--- src/rtl/register_file.sv ---
// ---------------------------------------------------------------------------
// register_file
//   Architectural integer register file (x0 hard-wired to zero) with two
//   combinational read ports and a per-register busy scoreboard used by
//   decode to stall on read-after-write hazards.
//
//   Optional feature macro: REGFILE_BYPASS_EN
//     defined   : a writeback is visible on the read ports in the same cycle,
//                 and the matching rsN_busy is cleared in that cycle.
//     undefined : read ports only see stored state; the writeback becomes
//                 visible (data and busy) one cycle later.
//
// Ports
//   i_clk        rising-edge clock
//   i_rst        synchronous active-high reset (clears regs and busy bits)
//   i_wb_en      writeback strobe
//   i_wb_addr    writeback destination index
//   i_wb_data    writeback word
//   i_rs1_addr   read port 1 index     -> o_rs1_data / o_rs1_busy
//   i_rs2_addr   read port 2 index     -> o_rs2_data / o_rs2_busy
//   i_issue_en   an instruction with a destination issues this cycle
//   i_issue_rd   destination index of the issuing instruction
//   o_busy_vec   raw scoreboard bits (bit 0 always 0)
// ---------------------------------------------------------------------------

// One read port: data + busy lookup, with optional same-cycle write-through.
module register_file_rdport #(
  parameter int NUM_REGS = 32,
  parameter int XLEN     = 32,
  parameter int AW       = $clog2(NUM_REGS)
) (
  input  logic [AW-1:0]                    i_addr,
  input  logic [NUM_REGS-1:0][XLEN-1:0]    i_regs,
  input  logic [NUM_REGS-1:0]              i_busy,
  input  logic                             i_wb_en,
  input  logic [AW-1:0]                    i_wb_addr,
  input  logic [XLEN-1:0]                  i_wb_data,
  input  logic                             i_issue_en,
  input  logic [AW-1:0]                    i_issue_rd,
  output logic [XLEN-1:0]                  o_data,
  output logic                             o_busy
);

`ifdef REGFILE_BYPASS_EN
  logic w_wb_hit;
  assign w_wb_hit = i_wb_en && (i_wb_addr != '0) && (i_wb_addr == i_addr);
`else
  // Bypass inputs are only consumed when write-through is built in.
  logic w_unused_nobyp;
  assign w_unused_nobyp = ^{i_wb_en, i_wb_addr, i_wb_data, i_issue_en, i_issue_rd};
`endif

  // Entry 0 of i_regs / i_busy is tied to zero, so x0 needs no special case.
  always_comb begin
    o_data = i_regs[i_addr];
    o_busy = i_busy[i_addr];
`ifdef REGFILE_BYPASS_EN
    if (w_wb_hit) begin
      o_data = i_wb_data;
      // A producer issuing to the same rd this cycle takes ownership again.
      o_busy = i_issue_en && (i_issue_rd == i_addr);
    end
`endif
  end

endmodule

module register_file #(
  parameter  int NUM_REGS = 32,
  parameter  int XLEN     = 32,
  localparam int AW       = $clog2(NUM_REGS)
) (
  input  logic                 i_clk,
  input  logic                 i_rst,
  input  logic                 i_wb_en,
  input  logic [AW-1:0]        i_wb_addr,
  input  logic [XLEN-1:0]      i_wb_data,
  input  logic [AW-1:0]        i_rs1_addr,
  input  logic [AW-1:0]        i_rs2_addr,
  output logic [XLEN-1:0]      o_rs1_data,
  output logic [XLEN-1:0]      o_rs2_data,
  input  logic                 i_issue_en,
  input  logic [AW-1:0]        i_issue_rd,
  output logic                 o_rs1_busy,
  output logic                 o_rs2_busy,
  output logic [NUM_REGS-1:0]  o_busy_vec
);

  localparam int NUM_RD = 2;

  // x1..x(NUM_REGS-1); x0 has no storage.
  logic [NUM_REGS-1:1][XLEN-1:0] r_regs;
  logic [NUM_REGS-1:0]           r_busy;

  // Full-width view with a constant-zero x0 slot for the read muxes.
  logic [NUM_REGS-1:0][XLEN-1:0] w_regs;
  assign w_regs = {r_regs, {XLEN{1'b0}}};

  logic w_wb_wr;
  assign w_wb_wr = i_wb_en && (i_wb_addr != '0);

  // ---- register array ----
  always_ff @(posedge i_clk) begin
    if (i_rst) begin
      r_regs <= '0;
    end else if (w_wb_wr) begin
      r_regs[i_wb_addr] <= i_wb_data;
    end
  end

  // ---- scoreboard ----
  // Set has priority over clear: a same-cycle issue to the register being
  // written back is a younger producer that still owns it.
  always_ff @(posedge i_clk) begin
    if (i_rst) begin
      r_busy <= '0;
    end else begin
      r_busy[0] <= 1'b0;
      for (int i = 1; i < NUM_REGS; i++) begin
        if (i_issue_en && (i_issue_rd == AW'(i))) begin
          r_busy[i] <= 1'b1;
        end else if (i_wb_en && (i_wb_addr == AW'(i))) begin
          r_busy[i] <= 1'b0;
        end
      end
    end
  end

  assign o_busy_vec = r_busy;

  // ---- read ports ----
  logic [NUM_RD-1:0][AW-1:0]   w_rd_addr;
  logic [NUM_RD-1:0][XLEN-1:0] w_rd_data;
  logic [NUM_RD-1:0]           w_rd_busy;

  assign w_rd_addr = {i_rs2_addr, i_rs1_addr};

  genvar g;
  generate
    for (g = 0; g < NUM_RD; g++) begin : g_rd
      register_file_rdport #(
        .NUM_REGS (NUM_REGS),
        .XLEN     (XLEN),
        .AW       (AW)
      ) u_rdport (
        .i_addr     (w_rd_addr[g]),
        .i_regs     (w_regs),
        .i_busy     (r_busy),
        .i_wb_en    (i_wb_en),
        .i_wb_addr  (i_wb_addr),
        .i_wb_data  (i_wb_data),
        .i_issue_en (i_issue_en),
        .i_issue_rd (i_issue_rd),
        .o_data     (w_rd_data[g]),
        .o_busy     (w_rd_busy[g])
      );
    end
  endgenerate

  assign o_rs1_data = w_rd_data[0];
  assign o_rs2_data = w_rd_data[1];
  assign o_rs1_busy = w_rd_busy[0];
  assign o_rs2_busy = w_rd_busy[1];

endmodule

--- config.mk ---
export PLATFORM = sky130hd
export DESIGN_NAME = register_file
export DESIGN_NICKNAME = d
export VERILOG_FILES = /design/src/rtl/register_file.sv
export SDC_FILE = /design/constraint.sdc
export NUM_CORES = 2
export LEC_CHECK = 0
export CAP_MARGIN = 20
export CORE_ASPECT_RATIO = 1.25
export CORE_MARGIN = 1
export CORE_UTILIZATION = 40
export CTS_CLUSTER_SIZE = 25
export DETAILED_ROUTE_END_ITERATION = 8
export PLACE_DENSITY_LB_ADDON = 0.2
export SYNTH_ARGS = -nofsm -noshare
export SYNTH_HDL_FRONTEND = slang
export SYNTH_SLANG_ARGS = --single-unit
--- constraint.sdc ---
create_clock -name i_clk -period 3.3 [get_ports i_clk]
set_input_delay 0.825 -clock i_clk [delete_from_list [all_inputs] [get_ports i_clk]]
set_output_delay 0.825 -clock i_clk [all_outputs]
set_load 0.01 [all_outputs]
==> impl_metrics.yaml <==
status:
  status: "complete, but fails checks"
  violations: "setup timing"
synth:
  ys_seq_area_share_pct: 38.7
  synth_nets: 6829
  yosys_warnings: 0
  syn_inst: 6773
  synth_area_um2: 52900
  synth_seq_cells: 1023
  synth.avg_cell_area_um2: 7.81
  synth.distinct_cells: 30
layout:
  fin_cells: 8974
  layout_commonest_cell: "nand2_1"
  antenna_cells: 0
  fin_util_pct: 54.8
  layout_common_cells: "2133 x nand2_1, 1121 x a21oi_1, 1017 x dfxtp_1, 763 x mux2i_1, 393 x buf_4"
  drive_gt1_share_pct: 22.6
  fillers: 11700
  final_cell_area_um2: 71600
  finish.net_count: 7216
  synthToLayoutAreaGrowth_pct: 35.4
worst_setup_path:
  start_kind: "input port"
  required_ns: 2.47
  slowest_delay_ns: 0.51
  path_max_fanout: 7
  regToRegStartpoint: "o_busy_vec[31]"
  cp_slowest_cell: "mux4_2"
  ff2ff_setup_slack_ns: 2.32
  crit_family: "buffers and inverters"
  cp.arrival_ns: 2.69
  crit_chain: "buf_16 > buf_12 > buf_12 > mux4_2 > nor2b_2 > buf_6 > nor3_4 > a31oi_4 > nand3_2 > buf_6"
  critical_path_class: "input port to output port"
  cp.depth: 10
  endpoint_kind: "output port"
  reg2reg_to: "o_busy_vec[31]"
  ff2ff_path_depth: 2
  crit_buf_inv: 5
power:
  ir_drop_uv: 510
  intPower_mw: 21.5
  seq_power_share_pct: 41.9
  power_leakage_nw: 26.6
  p_switching_mw: 8.35
  swShare_pct: 28.0
  power_density_nw_per_um2: 417
  power.share.clock_pct: 41.9
  power.share.combinational_pct: 16.2
detailed_routing:
  wirelength_mm: 244
  vias_per_cell: 6.09
  ant_nets: 0
  vias: 54600
  drc: 0
  drt_first_pass_iters: 6
  initialDrtViolationCount: 6305
  wl_per_cell_um: 27.2
sta:
  tightest_slew_ns: 1.15
  fin_crit_sh_pct: 106
  grt_setup_unrepaired: "yes"
  maxSlewViolCount: 0
  clock_skew_ns: 0
  setup_tns_ns: -8.36
  setup_slack_ns: -0.212
  hold_viol_final: 0
  period_needed_ns: 3.51
  hold_slack_ns: 0.464
  finalSetupViolations: 65
  fmax_mhz: 285
  max_slew_margin_pct: 23.1
global_route:
  use_met2_pct: 54.8
  first_global_vias: 52300
  overflow: 0
  top_usage_layer: "met2"
  grt_max_degree: 122
  track_usage_pct: 35.0
  grt_pass1_wl_mm: 350
  met3_usage_pct: 6.13
  antenna_found_initial: 0
  grt_util_met1_pct: 43.3
placement:
  port_buffers: 152
  place_congestion: 0.948
  hpwl_mm: 149
  dp_cells: 8611
  post_dp_cell_area_um2: 60700
cts:
  cts.sinks: 1023
  clk_latency_ns: 0.74
  cts_buffers: 107
  cts_tree: "built"
  clockBufferDepth: 3
  root_buffer: "clkbuf_16"
  hold_buffers: 0
  htreeDepth: 3
  cts.reportedPaths.clkPinSlew_ns: 0.06
run:
  cap_violations: 0
die:
  die_h_um: 409
  die_w_um: 327
  boundaryPins: 154
  row_count: 148
  coreArea_um2: 131000
  start_util_pct: 40.5
  die_area_um2: 134000
hold_path:
  whs_path_depth: 2
  hold_start: "r_regs[212]"
  hold_end: "r_regs[212]"
  hp-class: "flop to flop"
==> synthesized netlist by cell type <==
| cell type | count | area, um^2 |
|---|---|---|
| a31oi_1 | 66 | 413 |
| a21oi_1 | 1124 | 5630 |
| a32oi_1 | 8 | 70.1 |
| nand4_1 | 2 | 12.5 |
| buf_1 | 11 | 41.3 |
| nor3_2 | 7 | 70.1 |
| and3_1 | 4 | 25.0 |
| nand2_1 | 2151 | 8070 |
| a221oi_1 | 66 | 578 |
| buf_2 | 176 | 881 |
| conb_1 | 1 | 3.75 |
| mux4_2 | 66 | 1490 |
| nand2b_1 | 8 | 50.1 |
| mux2i_1 | 792 | 7930 |
| nor2b_2 | 1 | 8.76 |
| nor3_1 | 69 | 345 |
| mux2_2 | 66 | 743 |
| and2_0 | 1 | 6.26 |
| buf_4 | 57 | 428 |
| clkbuf_1 | 417 | 1570 |
| nor2_2 | 2 | 12.5 |
| nor2b_1 | 86 | 538 |
| and2b_1 | 1 | 7.51 |
| a22oi_1 | 287 | 2150 |
| buf_6 | 3 | 33.8 |
| nand3_1 | 209 | 1050 |
| and2_1 | 3 | 18.8 |
| nor2_1 | 64 | 240 |
| or2_2 | 2 | 12.5 |
| dfxtp_1 | 1023 | 20500 |
==> metrics by stage <==
stage | power, mW | setup WS (ns)
5_1_grt | 30.5 | -0.234
6_report | 29.9 | -0.212
2_1_floorplan | 14.5 | 0.337
4_1_cts | 29.6 | -0.230
3_3_place_gp | 16.4 | -1.41
3_5_place_dp | 16.4 | -1.40
==> per-layer routing <==
metal	wire, um	share of wire, %	up-vias
met1	92400	38	26400
li1	-	-	24200
met4	20000	8.2	0
met3	23600	9.7	925
met2	108000	44	3195
met5	0	0	-
==> power by group through the flow <==
| stage | Clock, mW | Sequential, mW | Combinational (mW) |
|---|---|---|---|
| 6_report | 12.5 | 12.5 | 4.84 |
| 5_1_grt | 13.0 | 12.5 | 4.93 |
| 4_1_cts | 12.5 | 12.5 | 4.56 |
| 3_5_place_dp | 0 | 12.8 | 3.65 |
| 3_3_place_gp | 0 | 12.8 | 3.64 |
| 2_1_floorplan | 0 | 12.8 | 1.78 |
==> kinds of logic after synthesis <==
family / count (synthesis) / synth area share, %
other cells: 1 / 0.00709
compound gates: 1551 / 16.7
simple gates: 2610 / 19.8
buf+inv: 664 / 5.57
flops: 1023 / 38.7
mux: 924 / 19.2
==> how the worst max path moves through the flow <==
stage	from	end
finish	i_rs2_addr[1]	o_rs2_data[14]
global route	i_rs2_addr[1]	o_rs2_data[10]
CTS	i_rs1_addr[0]	o_rs1_data[25]
detailed placement	i_rs2_addr[0]	o_rs2_data[21]
global placement	i_rs2_addr[0]	o_rs2_data[21]
floorplan	i_rs1_addr[0]	o_rs1_data[16]
==> worst reg2reg max path: cells and delay by family, from the launching register on <==
kind	cells	cell delay (ns)
AO/OA/AOI/OAI	1	0.13
flip-flops	1	0.68
AND/OR/NAND/NOR	1	0.12
==> cell type report <==
type                            instances  area, um^2  share of cell area (%)
Multi-Input combinational cell       5087       33500                    46.8
Clock inverter                         30         352                   0.491
Clock buffer                          168        3180                    4.44
Tap cell                             1725        2160                    3.01
Timing Repair Buffer                  941       11900                    16.6
Sequential cell                      1023       20500                    28.6
==> registers in the layout, summed over array words and instances (netlist names) <==
name / flops
r_regs: 992
o_busy_vec: 31
==> timing repair <==
| action | 4_1_cts | 5_1_grt |
|---|---|---|
| gates resized for setup | 1106 | 188 |
| gates cloned | 45 | 12 |
| setup endpoints to repair | 66 | 66 |
| pin swaps | 201 | 166 |
| setup buffers | 140 | 51 |
| endpoints found under the hold margin | 0 | 0 |
No activity file was read; power rests on OpenSTA's default activity.
